**src/rtl/kamikaze_pkg.sv**
```systemverilog
// Shared widths, write-source encoding and result payload for the writeback stage.
package kamikaze_pkg;

  localparam int unsigned XLEN    = 32;
  localparam int unsigned REG_AW  = 5;
  localparam int unsigned REG_NUM = 32;

  typedef enum logic [1:0] {
    SRC_NONE,
    SRC_ALU,
    SRC_LSU,
    SRC_HOLD
  } wb_src_e;

  typedef struct packed {
    logic [REG_AW-1:0] rd;
    logic [XLEN-1:0]   data;
  } wb_entry_t;

endpackage

```
**src/rtl/kamikaze_wb_scoreboard.sv**
```systemverilog
// Pending-load scoreboard: one bit per architectural register, r0 hardwired clear.
module kamikaze_wb_scoreboard
  import kamikaze_pkg::*;
(
  input  logic              clk_i,
  input  logic              rst_i,
  input  logic              set_i,
  input  logic [REG_AW-1:0] set_rd_i,
  input  logic              clr_i,
  input  logic [REG_AW-1:0] clr_rd_i,
  input  logic [REG_AW-1:0] rs1_i,
  input  logic [REG_AW-1:0] rs2_i,
  output logic              hazard_o
);

  logic [REG_NUM-1:0] pending_q;
  logic [REG_NUM-1:0] pending_d;

  // Clear first so a set on the same register in the same cycle wins.
  always_comb begin
    pending_d = pending_q;
    if (clr_i) begin
      pending_d[clr_rd_i] = 1'b0;
    end
    if (set_i && (set_rd_i != '0)) begin
      pending_d[set_rd_i] = 1'b1;
    end
    pending_d[0] = 1'b0;
  end

  always_ff @(posedge clk_i or posedge rst_i) begin
    if (rst_i) begin
      pending_q <= '0;
    end else begin
      pending_q <= pending_d;
    end
  end

  assign hazard_o = pending_q[rs1_i] | pending_q[rs2_i];

endmodule

```
**src/rtl/kamikaze_writeback.sv**
```systemverilog
// Writeback arbiter: merges ALU and load results onto one register-file write port,
// parking a colliding load result in a single hold entry, with bypass and load hazards.
module kamikaze_writeback
  import kamikaze_pkg::*;
(
  input  logic              clk_i,
  input  logic              rst_i,
  input  logic              alu_valid_i,
  input  logic [REG_AW-1:0] alu_rd_i,
  input  logic [XLEN-1:0]   alu_data_i,
  output logic              alu_ready_o,
  input  logic              lsu_valid_i,
  input  logic [REG_AW-1:0] lsu_rd_i,
  input  logic [XLEN-1:0]   lsu_data_i,
  output logic              lsu_ready_o,
  input  logic              pend_set_i,
  input  logic [REG_AW-1:0] pend_rd_i,
  input  logic [REG_AW-1:0] rs1_i,
  input  logic [REG_AW-1:0] rs2_i,
  output logic              hazard_o,
  output logic              byp1_o,
  output logic              byp2_o,
  output logic [XLEN-1:0]   bypd1_o,
  output logic [XLEN-1:0]   bypd2_o,
  output logic              we_o,
  output logic [REG_AW-1:0] waddr_o,
  output logic [XLEN-1:0]   wdata_o
);

  logic              hold_valid_q, hold_valid_d;
  wb_entry_t         hold_q, hold_d;
  logic              we_q, we_d;
  logic [REG_AW-1:0] waddr_q, waddr_d;
  logic [XLEN-1:0]   wdata_q, wdata_d;
  wb_src_e           src;
  wb_entry_t         sel;
  logic              clr_en;

  assign alu_ready_o = ~hold_valid_q;
  assign lsu_ready_o = ~hold_valid_q;

  // Priority hold > ALU > LSU; a full hold entry blocks all new results.
  always_comb begin
    src          = SRC_NONE;
    sel          = '0;
    hold_valid_d = hold_valid_q;
    hold_d       = hold_q;
    if (hold_valid_q) begin
      src          = SRC_HOLD;
      sel          = hold_q;
      hold_valid_d = 1'b0;
    end else if (alu_valid_i) begin
      src = SRC_ALU;
      sel = '{rd: alu_rd_i, data: alu_data_i};
      if (lsu_valid_i) begin
        hold_valid_d = 1'b1;
        hold_d       = '{rd: lsu_rd_i, data: lsu_data_i};
      end
    end else if (lsu_valid_i) begin
      src = SRC_LSU;
      sel = '{rd: lsu_rd_i, data: lsu_data_i};
    end
    we_d    = (src != SRC_NONE) && (sel.rd != '0);
    waddr_d = we_d ? sel.rd : waddr_q;
    wdata_d = we_d ? sel.data : wdata_q;
    clr_en  = we_d && ((src == SRC_LSU) || (src == SRC_HOLD));
  end

  always_ff @(posedge clk_i or posedge rst_i) begin
    if (rst_i) begin
      hold_valid_q <= 1'b0;
      hold_q       <= '0;
      we_q         <= 1'b0;
      waddr_q      <= '0;
      wdata_q      <= '0;
    end else begin
      hold_valid_q <= hold_valid_d;
      hold_q       <= hold_d;
      we_q         <= we_d;
      waddr_q      <= waddr_d;
      wdata_q      <= wdata_d;
    end
  end

  kamikaze_wb_scoreboard u_scoreboard (
    .clk_i    (clk_i),
    .rst_i    (rst_i),
    .set_i    (pend_set_i),
    .set_rd_i (pend_rd_i),
    .clr_i    (clr_en),
    .clr_rd_i (sel.rd),
    .rs1_i    (rs1_i),
    .rs2_i    (rs2_i),
    .hazard_o (hazard_o)
  );

  assign we_o    = we_q;
  assign waddr_o = waddr_q;
  assign wdata_o = wdata_q;

  // Forward the value being written this cycle; r0 never forwards.
  assign byp1_o  = we_q && (waddr_q == rs1_i) && (rs1_i != '0);
  assign byp2_o  = we_q && (waddr_q == rs2_i) && (rs2_i != '0);
  assign bypd1_o = byp1_o ? wdata_q : '0;
  assign bypd2_o = byp2_o ? wdata_q : '0;

endmodule
```
**config.mk**
```make
export PLATFORM = sky130hd
export DESIGN_NAME = kamikaze_writeback
export DESIGN_NICKNAME = d
export VERILOG_FILES = /design/src/rtl/kamikaze_pkg.sv /design/src/rtl/kamikaze_wb_scoreboard.sv /design/src/rtl/kamikaze_writeback.sv
export SDC_FILE = /design/constraint.sdc
export NUM_CORES = 1
export LEC_CHECK = 0
export BUFFER_PORTS_ARGS = -buffer_cell sky130_fd_sc_hd__clkbuf_2
export CAP_MARGIN = 20
export CORE_AREA = 2 2 162 164
export CTS_BUF_LIST = sky130_fd_sc_hd__clkbuf_16
export DETAILED_ROUTE_END_ITERATION = 16
export DIE_AREA = 0 0 164 166
export HOLD_SLACK_MARGIN = 0.1
export PLACE_DENSITY_LB_ADDON = 0.05
export SYNTH_ARGS = -nofsm -noshare
export SYNTH_HDL_FRONTEND = slang
export SYNTH_SLANG_ARGS = --single-unit
```
**constraint.sdc**
```tcl
create_clock -name clk_i -period 3.4 [get_ports clk_i]
set_clock_uncertainty 0.15 [all_clocks]
set_input_delay 0.17 -clock clk_i [delete_from_list [all_inputs] [get_ports clk_i]]
set_output_delay 0.17 -clock clk_i [all_outputs]
set_load 0.02 [all_outputs]
```
==> flow_summary.yaml <==
status:
  outcome: "complete, no violations"
placement:
  place.port_buffers: 200
  globalplace.congestion: 0.7835
  hpwlAfterDp_um: 15300
  place_ws_ns: 0.3225
logic_synthesis:
  post_synth_inst_count: 644
  ff_latch_count_synth: 107
  postSynthAreaPerCell_um2: 9.736
  synth_sequential_area_ratio_pct: 42.71
  netlist_area_um2: 6270
  yosysUniqueCellTypes: 48
  net_count_after_synthesis: 738
  synthesis.yosys.warnings: 0
finish:
  final_core_utilization_pct: 32.99
  flow.area_growth_from_synthesis_pct: 34.80
  layout.filler_cells: 2626
  finalNetCount: 971
  post_route_cells_drive_above_1_share_pct: 36.17
setup_path:
  worstPathMaxFanout: 69
  rr_endpoint: "u_scoreboard.pending_q[8]"
  crit_path_end_kind: "flip-flop"
  startpoint_of_the_worst_register_to_register_path: "hold_valid_q"
  worst_setup_path_start_kind: "flip-flop"
  setup.reg_to_reg.worst_slack_ns: 0.35
  crit_required_ns: 3.48
  worst_ep_arrival_time_ns: 3.13
  worst-r2r-cell-count: 7
  path_class: "flip-flop to flip-flop"
  cp-startpoint: "hold_valid_q"
timing:
  tns_ns: 0
  report.final.setup_viol: 0
  final.period_utilization_pct: 89.76
  tightestPinTransition_ns: 0.8593
  worst_slack_ns: 0.3480
  setup_repair_after_global_routing_missed_its_margin: "no"
  hold_viol: 0
  max-slew-margin-rel_pct: 42.65
  clock.fmax_ghz: 0.3277
  layout_min_cycle_time_ns: 3.052
  timing.final.max_slew_violations: 0
drt:
  detailedRoute.firstPassIterationCount: 4
  drtAntennaViolNets: 0
  drc: 0
  wl_um: 20540
  first_iter_violations: 238
  vias_per_cell: 4.565
  via_count: 5565
  post_drt_wl_per_cell_um: 16.85
pwr:
  power.ir.vdd_worst_mv: 0.1697
  leakage_power_nw: 3.981
  comb_power_share_pct: 27.3
  net_switching_power_figure_mw: 1.277
  power.sequential.fraction_pct: 45.9
  pwr_density_nw_per_um2: 453.2
  power.share.switching_pct: 33.34
  p_clk_share_pct: 26.7
  internal-power_mw: 2.554
global_routing:
  initial_antenna_violation_count: 2
  grt_max_degree: 70
  gr-total-overflow: 0
  global_route_wire_length_before_repair_um: 32280
  global_route.usage.total_pct: 15.30
  via_count_of_the_first_global_routing_pass: 5665
die:
  floorplan.initialDensity_pct: 24.48
  dieHeight_um: 166
  fp.coreArea_um2: 25620
  placement_rows: 59
  design.die.area_um2: 27220
  die-width_um: 164
  design.portCount: 201
clock_tree:
  cts_root_buffer: "sky130_fd_sc_hd__clkbuf_16"
  cts_inserted_buffers: 9
  cts.reportedPaths.clkPinSlew_ns: 0.08
  worst_skew_pair.late_latency_ns: 0.35
  tritoncts_clock_tree: "done"
  htree_levels: 3
  max-clock-path-buffers: 2
  cts_num_sinks: 107
min_path:
  holdCritPathClass: "input port to flip-flop"
  holdPathStages: 4
  min_to: "wdata_o[4]"
  worst_hold_startpoint: "alu_data_i[4]"
job:
  maxCapViolCount: 0
==> cells in the mapped netlist (all sizes together) <==
master | number | area share, %
nor3 | 5 | 0.58
mux2i | 7 | 1.1
and2 | 64 | 6.4
nor4 | 2 | 0.20
o41ai | 1 | 0.14
nand3b | 7 | 1.0
o2bb2ai | 1 | 0.14
xnor2 | 5 | 0.70
or4b | 2 | 0.32
o211ai | 1 | 0.12
nand3 | 14 | 1.1
nand2b | 4 | 0.40
a31o | 2 | 0.28
nor3b | 1 | 0.12
a22oi | 10 | 1.2
or3 | 5 | 0.58
inv | 6 | 0.36
or2 | 1 | 0.10
nor2 | 27 | 1.6
nand2 | 101 | 6.0
and2b | 3 | 0.36
o32ai | 1 | 0.14
o21ai | 97 | 7.7
clkbuf | 32 | 1.9
o31ai | 1 | 0.12
mux4 | 16 | 5.7
xor2 | 3 | 0.42
nand4 | 1 | 0.10
a311oi | 1 | 0.14
a221oi | 1 | 0.14
mux2 | 60 | 13
a31oi | 4 | 0.74
buf | 13 | 1.3
a21o | 5 | 0.60
clkinv | 1 | 0.060
a21oi | 27 | 2.2
dfrtp | 107 | 43
nor2b | 4 | 0.40
and3b | 1 | 0.14
==> critical path, cell delays in order, from the launching register on <==
cell and delay, ns:
sky130_fd_sc_hd__dfrtp_2 0.44, sky130_fd_sc_hd__buf_4 0.31, sky130_fd_sc_hd__or4b_2 0.67, sky130_fd_sc_hd__o21ai_0 0.13
sky130_fd_sc_hd__nand2b_1 0.26, sky130_fd_sc_hd__o21ai_0 0.27, sky130_fd_sc_hd__o41ai_1 0.10, sky130_fd_sc_hd__dlygate4sd3_1 0.56
==> final cells by class <==
class	instances	area (um2)	share of cell area, %
diodes	2	5.005	0.05922
clock buffers	9	225.2	2.665
clock inverters	7	52.55	0.6218
inverters	7	28.78	0.3405
multi-input cells	485	3376	39.94
flip-flops and latches	107	2679	31.70
well taps	335	419.2	4.959
repair buffers	267	1667	19.72
==> flip-flops by register name (all words and copies together) (netlist names) <==
| name | count |
|---|---|
| hold_q | 37 |
| wdata_o | 32 |
| u_scoreboard.pending_q | 31 |
| waddr_o | 5 |
| hold_valid_q | 1 |
| we_o | 1 |
==> routing by layer <==
layer,GRT usage (%),share of wire [%],vias to the layer above
li1,-,-,2720
met1,21.29,48,2665
met2,24.59,46,161
met3,2.073,4.1,19
met4,4.805,1.9,0
met5,0,0,-
==> placed cells by master (no fill, tap or decap), types with 6 or more instances in the layout <==
cell                            instances
sky130_fd_sc_hd__clkbuf_2             200
sky130_fd_sc_hd__dfrtp_1              106
sky130_fd_sc_hd__nand2_1              101
sky130_fd_sc_hd__o21ai_0               97
sky130_fd_sc_hd__and2_1                64
sky130_fd_sc_hd__dlygate4sd3_1         55
sky130_fd_sc_hd__mux2_2                31
sky130_fd_sc_hd__mux2_4                29
sky130_fd_sc_hd__a21oi_1               27
sky130_fd_sc_hd__nor2_1                26
sky130_fd_sc_hd__mux4_2                16
sky130_fd_sc_hd__nand3_1               13
sky130_fd_sc_hd__a22oi_1               10
sky130_fd_sc_hd__buf_4                 10
sky130_fd_sc_hd__clkbuf_16              9
sky130_fd_sc_hd__mux2i_1                7
sky130_fd_sc_hd__nand3b_1               6
==> timing repair <==
item | in CTS | in global routing
buffers inserted | 0 | 0
gates resized for setup | 0 | 0
hold buffers | 55 | 0
hold endpoints to repair | 120 | 0
==> power groups by stage <==
stage / registers (mW) / clock network [mW] / logic, mW
global placement: 1.77 / 0 / 0.997
detailed placement: 1.78 / 0 / 1.01
CTS: 1.76 / 1.06 / 1.06
floorplan: 1.76 / 0 / 0.645
finish: 1.76 / 1.02 / 1.05
global route: 1.80 / 1.11 / 1.16
==> worst max path at each step <==
stage	cells after the start	endpoint	slack [ns]
after detailed placement	6	wdata_o[28]	0.32
after global placement	6	wdata_o[28]	0.39
final	7	u_scoreboard.pending_q[8]	0.35
after global routing	7	u_scoreboard.pending_q[8]	0.22
after floorplan	1	hold_q[0]	0.26
after CTS	6	wdata_o[29]	0.29
==> logic make-up after synthesis <==
group,share of synthesized area (%)
AO/OA/AOI/OAI,13.65
XOR/XNOR,1.118
buffers and inverters,3.652
flip-flops,42.71
multiplexers,19.38
AND/OR/NAND/NOR,19.50
==> per-stage QoR <==
step                cells  power [mW]  cell area [um2]  hold WS [ns]
global placement     1145       2.771             7599        0.2261
detailed placement   1145       2.791             7599        0.2396
CTS                  1216       3.888             8427        0.1013
global route         1219       4.069             8452        0.1242
finish               1219       3.831             8452        0.1181
floorplan             644       2.402             6270        0.1254
Power figures use the tool's default switching activity.
